$ cat src/rtl/sata_link_supervisor_pkg.sv
// Shared state encoding and small helpers for the SATA link supervisor.
package sata_link_supervisor_pkg;

    localparam int STATE_W = 3;

    localparam logic [STATE_W-1:0] SUP_IDLE      = 3'd0;
    localparam logic [STATE_W-1:0] SUP_OFFLINE   = 3'd1;
    localparam logic [STATE_W-1:0] SUP_RESET     = 3'd2;
    localparam logic [STATE_W-1:0] SUP_WAIT_LINK = 3'd3;
    localparam logic [STATE_W-1:0] SUP_LINK_UP   = 3'd4;
    localparam logic [STATE_W-1:0] SUP_FAILED    = 3'd5;
    localparam logic [STATE_W-1:0] SUP_HOLD      = 3'd6;

    typedef enum logic [STATE_W-1:0] {
        ST_IDLE      = SUP_IDLE,
        ST_OFFLINE   = SUP_OFFLINE,
        ST_RESET     = SUP_RESET,
        ST_WAIT_LINK = SUP_WAIT_LINK,
        ST_LINK_UP   = SUP_LINK_UP,
        ST_FAILED    = SUP_FAILED,
        ST_HOLD      = SUP_HOLD
    } sup_state_e;

    function automatic logic [7:0] sat_inc8(input logic [7:0] v);
        return (v == 8'hFF) ? v : v + 8'd1;
    endfunction

endpackage

$ cat src/rtl/sata_link_supervisor_timer.sv
// State-dwell timer: cleared on state entry, saturates instead of wrapping,
// and flags the two terminal counts the supervisor cares about.
module sup_timer #(
    parameter int TIMER_W = 20,
    parameter int TC_A    = 74,
    parameter int TC_B    = 749999
) (
    input  logic clk,
    input  logic rst,
    input  logic clr_i,
    output logic tc_a_o,
    output logic tc_b_o
);
    logic [TIMER_W-1:0] cnt_q;

    always_ff @(posedge clk) begin
        if (rst || clr_i) begin
            cnt_q <= '0;
        end else if (cnt_q != '1) begin
            cnt_q <= cnt_q + 1'b1;
        end
    end

    assign tc_a_o = (cnt_q == TIMER_W'(TC_A));
    assign tc_b_o = (cnt_q == TIMER_W'(TC_B));
endmodule

$ cat src/rtl/sata_link_supervisor.sv
// Link bring-up supervisor sitting between the AHCI control registers and oob_ctrl:
// issues offline/COMRESET pulses, retries on timeout and tracks link drops.
module sata_link_supervisor
    import sata_link_supervisor_pkg::*;
#(
    parameter int TIMEOUT_CYCLES = 750000,
    parameter int OFFLINE_CYCLES = 75,
    parameter int RETRY_MAX      = 3,
    parameter int TIMER_W        = 20
) (
    input  logic               clk,
    input  logic               rst,
    input  logic               en,
    input  logic               gtx_ready,
    input  logic               phy_ready,
    input  logic               ahci_comreset,
    input  logic               ahci_offline,
    output logic               set_offline,
    output logic               comreset_send,
    output logic               link_ok,
    output logic               link_fail,
    output logic [3:0]         retry_cnt,
    output logic [7:0]         fail_count,
    output logic [STATE_W-1:0] state
);
    sup_state_e state_q, state_d;
    logic [3:0] retry_q, retry_d;
    logic [7:0] fail_count_q, fail_count_d;
    logic       link_fail_q, link_fail_d;
    logic       link_ok_q, link_ok_d;
    logic       set_offline_q, set_offline_d;
    logic       comreset_q, comreset_d;
    logic       timer_clr, tc_offline, tc_timeout;

    sup_timer #(
        .TIMER_W (TIMER_W),
        .TC_A    (OFFLINE_CYCLES - 1),
        .TC_B    (TIMEOUT_CYCLES - 1)
    ) u_timer (
        .clk    (clk),
        .rst    (rst),
        .clr_i  (timer_clr),
        .tc_a_o (tc_offline),
        .tc_b_o (tc_timeout)
    );

    always_comb begin
        state_d       = state_q;
        retry_d       = retry_q;
        fail_count_d  = fail_count_q;
        link_fail_d   = link_fail_q;
        set_offline_d = 1'b0;
        comreset_d    = 1'b0;
        timer_clr     = 1'b0;

        if (ahci_offline) begin
            state_d       = ST_HOLD;
            set_offline_d = 1'b1;
        end else if (ahci_comreset) begin
            // Explicit restart clears the timer even when already in OFFLINE.
            state_d       = ST_OFFLINE;
            set_offline_d = 1'b1;
            retry_d       = 4'd0;
            link_fail_d   = 1'b0;
            timer_clr     = 1'b1;
        end else if ((!en || !gtx_ready) && state_q != ST_HOLD && state_q != ST_FAILED) begin
            state_d = ST_IDLE;
        end else begin
            case (state_q)
                ST_IDLE: begin
                    state_d       = ST_OFFLINE;
                    set_offline_d = 1'b1;
                    retry_d       = 4'd0;
                end
                ST_OFFLINE: if (tc_offline) state_d = ST_RESET;
                ST_RESET: begin
                    state_d    = ST_WAIT_LINK;
                    comreset_d = 1'b1;
                end
                ST_WAIT_LINK: begin
                    if (phy_ready) begin
                        state_d = ST_LINK_UP;
                        retry_d = 4'd0;
                    end else if (tc_timeout) begin
                        if (retry_q == 4'(RETRY_MAX)) begin
                            state_d     = ST_FAILED;
                            link_fail_d = 1'b1;
                        end else begin
                            state_d       = ST_OFFLINE;
                            retry_d       = retry_q + 4'd1;
                            set_offline_d = 1'b1;
                        end
                    end
                end
                ST_LINK_UP: begin
                    // oob_ctrl re-runs OOB on its own after a drop, so no offline pulse.
                    if (!phy_ready) begin
                        state_d      = ST_WAIT_LINK;
                        fail_count_d = sat_inc8(fail_count_q);
                    end
                end
                ST_FAILED, ST_HOLD: ;
                default: state_d = ST_IDLE;
            endcase
        end

        if (state_d != state_q) timer_clr = 1'b1;
        link_ok_d = (state_d == ST_LINK_UP);
    end

    always_ff @(posedge clk) begin
        if (rst) begin
            state_q       <= ST_IDLE;
            retry_q       <= 4'd0;
            fail_count_q  <= 8'd0;
            link_fail_q   <= 1'b0;
            link_ok_q     <= 1'b0;
            set_offline_q <= 1'b0;
            comreset_q    <= 1'b0;
        end else begin
            state_q       <= state_d;
            retry_q       <= retry_d;
            fail_count_q  <= fail_count_d;
            link_fail_q   <= link_fail_d;
            link_ok_q     <= link_ok_d;
            set_offline_q <= set_offline_d;
            comreset_q    <= comreset_d;
        end
    end

    assign set_offline   = set_offline_q;
    assign comreset_send = comreset_q;
    assign link_ok       = link_ok_q;
    assign link_fail     = link_fail_q;
    assign retry_cnt     = retry_q;
    assign fail_count    = fail_count_q;
    assign state         = state_q;
endmodule

$ cat config.mk
export PLATFORM = sky130hd
export DESIGN_NAME = sata_link_supervisor
export DESIGN_NICKNAME = d
export VERILOG_FILES = /design/src/rtl/sata_link_supervisor_pkg.sv /design/src/rtl/sata_link_supervisor_timer.sv /design/src/rtl/sata_link_supervisor.sv
export SDC_FILE = /design/constraint.sdc
export NUM_CORES = 1
export LEC_CHECK = 0
export ABC_AREA = 1
export ABC_CLOCK_PERIOD_IN_PS = 3400
export BUFFER_PORTS_ARGS = -buffer_cell sky130_fd_sc_hd__buf_2
export CAP_MARGIN = 20
export CORE_UTILIZATION = 60
export CTS_BUF_LIST = sky130_fd_sc_hd__clkbuf_2 sky130_fd_sc_hd__clkbuf_4 sky130_fd_sc_hd__clkbuf_8
export DETAILED_ROUTE_END_ITERATION = 7
export PLACE_DENSITY = 0.81
export SLEW_MARGIN = 20
export SYNTH_ARGS = -nofsm -noshare
export SYNTH_HDL_FRONTEND = slang
export SYNTH_SLANG_ARGS = --single-unit
$ cat constraint.sdc
create_clock -name clk -period 3.4 [get_ports clk]
set_input_delay 0.51 -clock clk [delete_from_list [all_inputs] [get_ports clk]]
set_output_delay 0.51 -clock clk [all_outputs]
set_load 0.03 [all_outputs]
==> results of run 1 <==
-- synth_stat cells --
master and number:
o21ai_1 2, xnor2_1 7, nand2_4 1, buf_6 2, o21ai_2 1, xor2_1 9
nor3_1 12, nor4_1 6, o211ai_1 1, a21boi_0 2, clkbuf_8 1, dfxtp_1 39
a21oi_2 2, nor2_2 24, nand2_1 71, nand4_1 7, nor3b_1 1, inv_1 45
nand3_2 2, ha_1 4, inv_2 4, a21oi_1 11, nand3b_1 2, nor2_1 56
o21ai_0 8, a31oi_1 1, nand3_1 23, nor4_2 1, nand3_4 1, buf_1 1
nor2_4 1, nand2_2 6, nor3b_2 1
-- per-layer routing --
layer	up-vias	wire [um]
li1	1183	-
met1	1049	2450
met2	93	2420
met3	12	371
met4	0	72
met5	-	0
-- flip-flops by register name, indices dropped and copies added, names as in the netlist --
| signal | flops |
|---|---|
| comreset_send | 1 |
| link_fail | 1 |
| retry_cnt | 4 |
| state | 3 |
| fail_count | 8 |
| link_ok | 1 |
| set_offline | 1 |
| u_timer.cnt_q | 20 |
-- power groups by stage --
stage	combinational [uW]	sequential, uW	clock [uW]
after floorplan	62.7	491	0
after global placement	89.9	482	0
after detailed placement	90.8	483	0
after CTS	91.2	472	357
after global routing	102	473	379
final	91.9	472	352
-- cell families after synthesis --
family | Yosys count | share of synthesized area (%)
XOR/XNOR | 16 | 5.88
flip-flops | 39 | 32.8
AO/OA/AOI/OAI | 28 | 6.72
AND/OR/NAND/NOR | 215 | 43.1
adder cells (fa/ha/maj) | 4 | 2.10
buffers and inverters | 53 | 9.40
-- critical path, delay by kind of cell, from the launching register on --
kind | cells | cell delay, ns
adder cells (fa/ha/maj) | 1 | 0.22
flip-flops | 1 | 0.42
AND/OR/NAND/NOR | 12 | 1.68
-- stage by stage --
stage / utilization (%) / area, sq um / setup WS [ns]
3_5_place_dp: 67.5 / 2530 / 1.03
3_3_place_gp: 67.5 / 2530 / 1.09
5_1_grt: 70.3 / 2630 / 0.703
6_report: 70.3 / 2630 / 0.973
2_1_floorplan: - / 2380 / 1.60
4_1_cts: 70.3 / 2630 / 0.986
-- final cells by class --
class                   instances  share of cell area [%]
clock buffers                   8                    3.94
well taps                      48                    2.28
repair buffers                 25                    4.75
flip-flops and latches         39                    29.7
inverters                      49                    6.99
multi-input cells             263                    52.4
-- worst min-delay path by stage --
stage                                   end  slack (ns)
after floorplan           u_timer.cnt_q[10]        0.55
after global placement        fail_count[6]        0.48
after detailed placement      fail_count[6]        0.48
after CTS                     comreset_send        0.44
after global routing          comreset_send        0.44
final                         comreset_send        0.44
==> impl_metrics.yaml, run 1 <==
timing:
  fmax_mhz: 412
  tightest_slew_ns: 0.627
  fin_skew_ns: 0.00801
  rsz0062_at_grt: "no"
  finalHoldViolCount: 0
  finalSetupViolCount: 0
  finalSetupTns_ns: 0
  slew_headroom_pct: 58.0
  drv_slew: 0
  fin_crit_sh_pct: 71.4
  min_period_ns: 2.43
  holdWs_ns: 0.439
power_and_ir_drop:
  pwr-share-comb_pct: 10.0
  switching_share_pct: 25.4
  seqPwrFrac_pct: 51.5
  netSwitchingPower_uw: 233
  total_power_uw: 916
  leakage_uw: 0.00108
  p_per_area_nw_per_um2: 348
  clkPwrFrac_pct: 38.4
  worst_ir_drop_vdd_uv: 278
  p_int_uw: 683
critical_path:
  cp.arrival_ns: 2.65
  critPathLaunchType: "flop"
  worstRegToRegCells: 13
  endpoint: "u_timer.cnt_q[17]"
  r2r-end: "u_timer.cnt_q[17]"
  crit_slowest_cell: "nand3_2"
  required_ns: 3.62
  worstPathMaxFanout: 20
  critPathCaptureType: "flop"
  regToRegStartpoint: "u_timer.cnt_q[0]"
  path_class: "reg -> reg"
  crit_start: "u_timer.cnt_q[0]"
  cpPeakStageDelay_ns: 0.47
  r2r_slack_ns: 0.97
  critical_path.most_common_cell: "nand2_1"
  cp_cell_sequence: "ha_1 -> nand2_1 -> nor2_2 -> nand3_1 -> nor2_2 -> nand4_1 -> nand2_1 -> nand2_1 -> nand2_1 -> nand2_1 -> nand2_1 -> nand3_2 -> nor2_2"
global_routing:
  met3_usage_pct: 4.75
  antenna_found_initial: 0
  overflow: 0
  grt_pass1_wl_mm: 9.38
  gr-usage-met2_pct: 45.3
  grt.total_usage_pct: 28.4
  grt_max_degree: 21
  busiest_layer: "met2"
  first_global_vias: 2164
  grt_use_met1_pct: 37.6
final_layout:
  final_common_cell: "nand2_1"
  area_growth_pct: 10.4
  nets: 394
  diodes: 0
  drive_gt1_share_pct: 20.1
  final_cells: 432
  final_cell_mix: "nand2_1, nor2_1, inv_1, dfxtp_1, buf_2"
  nFillCells: 334
  multiInputGateArea_sq_um: 1380
  layout.area.seq_sq_um: 781
routing:
  wl_per_cell_um: 12.3
  ant_nets: 0
  wl_mm: 5.32
  vias: 2337
  vias_per_cell: 5.41
  initialDrtViolationCount: 187
  drc_errors: 0
  drt_first_pass_iters: 5
clock_network:
  postCtsSetupBuffers: 0
  clk_pin_slew_ns: 0.08
  cts.sink_count: 39
  cts_hold_buf: 0
  cts_max_level: 2
  cts_resized: 0
  clockRootBuffer: "clkbuf_8"
  cts_buffers: 5
  clkLatencyLatePin_ns: 0.30
  cts_tree: "yes"
  clk_path_buf_depth: 2
place:
  gp_congestion: 0.915
  dpl.cell_count: 424
  port_buffers: 25
  dpl.hpwl_mm: 3.95
min_path:
  worstHoldStart: "ahci_comreset"
  hold_depth: 2
  hp-class: "in -> reg"
floorplanning:
  die_y_um: 65.0
  dieArea_sq_um: 4230
  fp.dieW_um: 65.0
  coreArea_sq_um: 3740
  pin_count: 26
  rows: 22
  initial_core_util_pct: 63.7
synthesis:
  ys_warn_count: 0
  ys_seq_area_share_pct: 32.8
  ys_types: 33
  synth.top_cell.area_share_pct: 32.8
  synth.avg_cell_area_sq_um: 6.71
  synthesis.area_sq_um: 2380
  yosys_register_bits: 39
  synthesis.instances: 355
  syn_nets: 366
  synth_top_area_cell: "dfxtp_1"
  synth_area_leaders: "dfxtp_1, nand2_1, nor2_1"
status:
  status: "completed"
run:
  drv_cap: 0
(Power assumes the default switching activity.)
==> run 2, diff against run 1 <==
Settings changed: ABC_AREA 1 to 0, ABC_CLOCK_PERIOD_IN_PS 3400 to 2270, PLACE_DENSITY 0.81 to 0.82.
Clock period 3.4 ns to 2.27 ns, I/O delays scaled along.
==> impl_metrics.yaml, run 2 <==
timing:
  slew_headroom_pct: 66.9
  finalSetupTns_ns: 0
  finalSetupViolCount: 0
  tightest_slew_ns: 0.492
  min_period_ns: 2.13
  fin_crit_sh_pct: 93.9
  holdWs_ns: 0.361
  drv_slew: 0
  finalHoldViolCount: 0
  fin_skew_ns: 0.0105
  fmax_mhz: 469
synthesis:
  ys_seq_area_share_pct: 34.9
  synth.most_common_cell: "nor2_1"
  synthesis.area_sq_um: 2240
  synth_top_area_cell: "dfxtp_1"
  ys_types: 50
  synth_area_leaders: "dfxtp_1, nor2_1, xor2_1"
  synth.avg_cell_area_sq_um: 7.75
  synthesis.instances: 289
  synth_commonest_cells: "nor2_1, dfxtp_1, nand2_1, nand3_1"
  synth_edf_count: 0
  ys_warn_count: 0
  synth_ff_type: "dfxtp_1"
  syn_nets: 300
  synth.top_cell.area_share_pct: 34.9
  synthArstFlopShare_pct: 0
  yosys_register_bits: 39
final_layout:
  diodes: 0
  final_common_cell: "nor2_1"
  top_register: "u_timer.cnt_q"
  nets: 334
  final_cell_mix: "nor2_1, dfxtp_1, buf_2, nand2_1, buf_4"
  largest_reg_flops: 20
  area_growth_pct: 15.9
  final_cells: 370
  drive_gt1_share_pct: 16.4
clock_network:
  clockRootBuffer: "clkbuf_8"
  clkLatencyLatePin_ns: 0.30
  cts_hold_buf: 0
  postCtsSetupBuffers: 0
  cts.sink_count: 39
  clk_path_buf_depth: 2
  cts_max_level: 2
  cts_tree: "yes"
  clk_pin_slew_ns: 0.09
  cts_buffers: 5
power_and_ir_drop:
  switching_share_pct: 25.0
  seqPwrFrac_pct: 48.7
  p_int_uw: 1080
  total_power_uw: 1430
  clkPwrFrac_pct: 40.8
  leakage_uw: 0.000990
  pwr-share-comb_pct: 10.5
  p_per_area_nw_per_um2: 552
  worst_ir_drop_vdd_uv: 458
  netSwitchingPower_uw: 358
place:
  dpl.hpwl_mm: 3.72
  gp_congestion: 0.926
  port_buffers: 25
  dpl.cell_count: 362
floorplanning:
  dieArea_sq_um: 3980
  pin_count: 26
  fp.dieW_um: 63.1
  initial_core_util_pct: 65.0
  die_y_um: 63.1
  rows: 21
  coreArea_sq_um: 3440
routing:
  vias: 2231
  drc_errors: 0
  wl_mm: 5.21
  vias_per_cell: 6.03
  ant_nets: 0
  drt_first_pass_iters: 4
  wl_per_cell_um: 14.1
  initialDrtViolationCount: 188
global_routing:
  grt_max_degree: 22
  grt_pass1_wl_mm: 8.92
  first_global_vias: 1976
  grt.total_usage_pct: 27.7
  antenna_found_initial: 0
  overflow: 0
critical_path:
  cp.arrival_ns: 2.36
  critPathLaunchType: "flop"
  cp_cell_sequence: "nand2_4 -> a2111o_1 -> or4_1 -> or2_1 -> or3_1 -> a21oi_1"
  cpPeakStageDelay_ns: 0.49
  worstPathMaxFanout: 3
  required_ns: 2.50
  crit_slowest_cell: "or4_1"
  path_class: "reg -> reg"
  critPathCaptureType: "flop"
status:
  status: "completed"
min_path:
  hp-class: "in -> reg"
run:
  drv_cap: 0
[run 2: worst max-delay path: cells and delay by family (launching register included)]
kind | cells | cell delay (ns)
AO/OA/AOI/OAI | 2 | 0.58
AND/OR/NAND/NOR | 4 | 1.13
flip-flops | 1 | 0.36
[run 2: through the flow]
step | util (%) | cell area [sq um] | setup slack (ns)
final | 75.4 | 2590 | 0.139
after global routing | 75.4 | 2590 | -0.00230
after CTS | 75.4 | 2590 | 0.143
after detailed placement | 72.0 | 2480 | 0.0636
after global placement | 72.0 | 2480 | 0.107
after floorplan | - | 2240 | 0.00650
[run 2: kinds of logic after synthesis]
kind of cell	Yosys count	share of synthesized area (%)
xor+xnor	20	7.83
fa+ha+maj	4	2.24
mux	3	1.34
buf+inv	20	3.86
simple gates	153	34.8
flops	39	34.9
compound gates	50	15.0
[run 2: worst paths after layout]
kind | from | to | slack [ns] | cells past startpoint
setup / recovery | state[1] | fail_count[5] | 0.14 | 6
hold / removal | ahci_offline | comreset_send | 0.36 | 3
setup reg to reg | state[1] | fail_count[5] | 0.14 | 6
hold reg to reg | link_fail | link_fail | 0.45 | 2
[run 2: final cells by class]
| cell class | count | area [sq um] |
|---|---|---|
| Sequential cell | 39 | 786 |
| Clock inverter | 3 | 46.3 |
| Tap cell | 46 | 57.6 |
| Fill cell | 281 | 847 |
| Inverter | 7 | 26.3 |
| Timing Repair Buffer | 40 | 238 |
| Clock buffer | 5 | 68.8 |
| Multi-Input combinational cell | 230 | 1370 |
[run 2: routing by layer]
metal  part of all wire (%)  track usage, %  wire (um)
met1                     44            35.2       2320
met2                     48            46.2       2480
met3                    6.4            6.34        334
met4                    1.6            8.43         81
met5                      0               0          0
[run 2: power by group through the flow]
stage / clock network [uW] / logic [uW] / registers [uW]
3_3_place_gp: 0 / 145 / 714
2_1_floorplan: 0 / 90.9 / 726
6_report: 585 / 150 / 698
5_1_grt: 621 / 164 / 700
3_5_place_dp: 0 / 146 / 714
4_1_cts: 599 / 147 / 698
[run 2: what timing repair did]
item	in CTS	in global routing
endpoints found under the hold margin	0	0
setup endpoints to repair	0	1
resized for setup	0	1
==> run 3, diff against run 2 <==
Settings changed: CELL_PAD_IN_SITES_DETAIL_PLACEMENT from default to 1, CELL_PAD_IN_SITES_GLOBAL_PLACEMENT from default to 1, CORE_UTILIZATION 60 to 44, PLACE_DENSITY 0.82 to default, PLACE_DENSITY_LB_ADDON from default to 0.1.
==> impl_metrics.yaml, run 3 (synthesized netlist as in run 2, its figures left out) <==
floorplanning:
  coreArea_sq_um: 4820
  die_y_um: 73.3
  rows: 25
  dieArea_sq_um: 5380
  pin_count: 26
  initial_core_util_pct: 46.5
  fp.dieW_um: 73.3
routing:
  drt_first_pass_iters: 4
  wl_mm: 6.14
  wl_met3_um: 190
  dr_wl_met2_mm: 3.02
  met1_length_mm: 2.84
  vias: 2278
  initialDrtViolationCount: 146
  wl_per_cell_um: 15.6
  drc_errors: 0
  vias_per_cell: 5.78
  ant_nets: 0
  top_layer: "met4"
clock_network:
  postCtsSetupBuffers: 0
  cts_buffers: 5
  clkLatencyLatePin_ns: 0.30
  clockRootBuffer: "clkbuf_8"
  cts_hold_buf: 0
  cts_tree: "yes"
  clk_path_buf_depth: 2
  clk_pin_slew_ns: 0.09
  cts_max_level: 2
  cts.sink_count: 39
final_layout:
  layout.area.seq_sq_um: 786
  final_common_cell: "nor2_1"
  diodes: 0
  final_area_sq_um: 2670
  top_register: "u_timer.cnt_q"
  drive_gt1_share_pct: 17.1
  multiInputGateArea_sq_um: 1380
  nets: 337
  area_growth_pct: 19.5
  largest_reg_flops: 20
  final_cell_mix: "nor2_1, dfxtp_1, buf_2, nand2_1, buf_4"
  nFillCells: 630
timing:
  fin_skew_ns: 0.00604
  fin_crit_sh_pct: 98.3
  drv_slew: 0
  finalHoldViolCount: 0
  tightest_slew_ns: 0.450
  fmax_mhz: 448
  min_period_ns: 2.23
  finalSetupViolCount: 0
  fin_ws_ns: 0.0392
  slew_headroom_pct: 69.7
critical_path:
  path_class: "reg -> reg"
  cp_cell_sequence: "nor4bb_2 -> nand4_1 -> o32ai_1 -> a32oi_1 -> nand4b_1 -> buf_4 -> nor3_1"
  crit_slowest_cell: "o32ai_1"
  worstPathMaxFanout: 12
  cp.arrival_ns: 2.42
  cpPeakStageDelay_ns: 0.43
  r2r-end: "u_timer.cnt_q[15]"
  critPathCaptureType: "flop"
  worstRegToRegCells: 7
  critPathLaunchType: "flop"
  critical_path_buf_inv_count: 1
  cp_top_family: "simple AND/OR/NAND/NOR gates"
  required_ns: 2.46
  r2r_slack_ns: 0.04
  regToRegStartpoint: "u_timer.cnt_q[6]"
min_path:
  worstHoldStart: "ahci_offline"
  hp-class: "in -> reg"
  hold_depth: 3
  whs_endpoint: "comreset_send"
power_and_ir_drop:
  pwr-share-comb_pct: 9.7
  switching_share_pct: 24.2
  p_int_uw: 1190
  netSwitchingPower_uw: 380
  seqPwrFrac_pct: 44.4
  clkPwrFrac_pct: 45.8
  leakage_uw: 0.00102
  worst_ir_drop_vdd_uv: 335
  p_per_area_nw_per_um2: 587
global_routing:
  overflow: 0
  grt_max_degree: 22
  antenna_found_initial: 0
  first_global_vias: 2216
  grt_pass1_wl_mm: 10.2
  grt.total_usage_pct: 24.5
place:
  gp_congestion: 0.848
  dpl.hpwl_mm: 4.55
  port_buffers: 25
  pre_cts_slack_ns: 0.00572
  placed_cell_area_sq_um: 2530
run:
  drv_cap: 0
status:
  status: "completed"
-- run 3: changes by cell type in the layout (fill, tap and decap cells not counted), sizes merged --
cell / before / now
bufinv: 1 / 2
buf: 40 / 43
clkinvlp: 1 / 0
-- run 3: worst max-delay path by stage --
stage | from | to | slack (ns) | cells after the start
detailed placement | gtx_ready | fail_count[5] | 0.006 | 7
CTS | u_timer.cnt_q[6] | u_timer.cnt_q[15] | 0.08 | 7
global placement | gtx_ready | fail_count[5] | 0.09 | 7
finish | u_timer.cnt_q[6] | u_timer.cnt_q[15] | 0.04 | 7
floorplan | state[1] | fail_count[5] | 0.007 | 7
global route | u_timer.cnt_q[6] | u_timer.cnt_q[15] | -0.02 | 7
-- run 3: worst min-delay path, stage by stage --
cell,delay (ns)
buf_2,0.09
a2111o_1,0.13
nor4_1,0.05
-- run 3: layout make-up --
class | count | area share (%)
Multi-Input combinational cell | 230 | 51.5
Sequential cell | 39 | 29.4
Timing Repair Buffer | 43 | 9.73
Tap cell | 67 | 3.14
Clock inverter | 3 | 2.67
Clock buffer | 5 | 2.57
Inverter | 7 | 0.983
-- run 3: power groups by stage --
stage                     Sequential, uW  Clock, uW  Combinational (uW)
final                                698        720                 153
after global routing                 700        766                 168
after CTS                            698        738                 153
after detailed placement             714          0                 152
after global placement               714          0                 150
after floorplan                      726          0                90.9
-- run 3: stage by stage --
| stage | cells | total power [uW] | TNS [ns] | hold WS [ns] | utilization [%] |
|---|---|---|---|---|---|
| 2_1_floorplan | 289 | 817 | 0 | 0.417 | - |
| 3_3_place_gp | 386 | 864 | 0 | 0.431 | 52.5 |
| 3_5_place_dp | 386 | 866 | 0 | 0.442 | 52.5 |
| 4_1_cts | 394 | 1590 | 0 | 0.351 | 55.4 |
| 5_1_grt | 394 | 1630 | -0.0995 | 0.365 | 55.5 |
| 6_report | 394 | 1570 | 0 | 0.356 | 55.5 |
-- run 3: timing repair --
action,4_1_cts,5_1_grt
endpoints found under the setup margin,0,17
endpoints found under the hold margin,0,0
gates resized for setup,0,1
-- run 3: layer usage --
layer | track usage [%] | vias to the layer above
li1 | - | 1119
met1 | 31.3 | 1108
met2 | 42.9 | 42
met3 | 3.70 | 9
met4 | 7.05 | 0
met5 | 0 | -
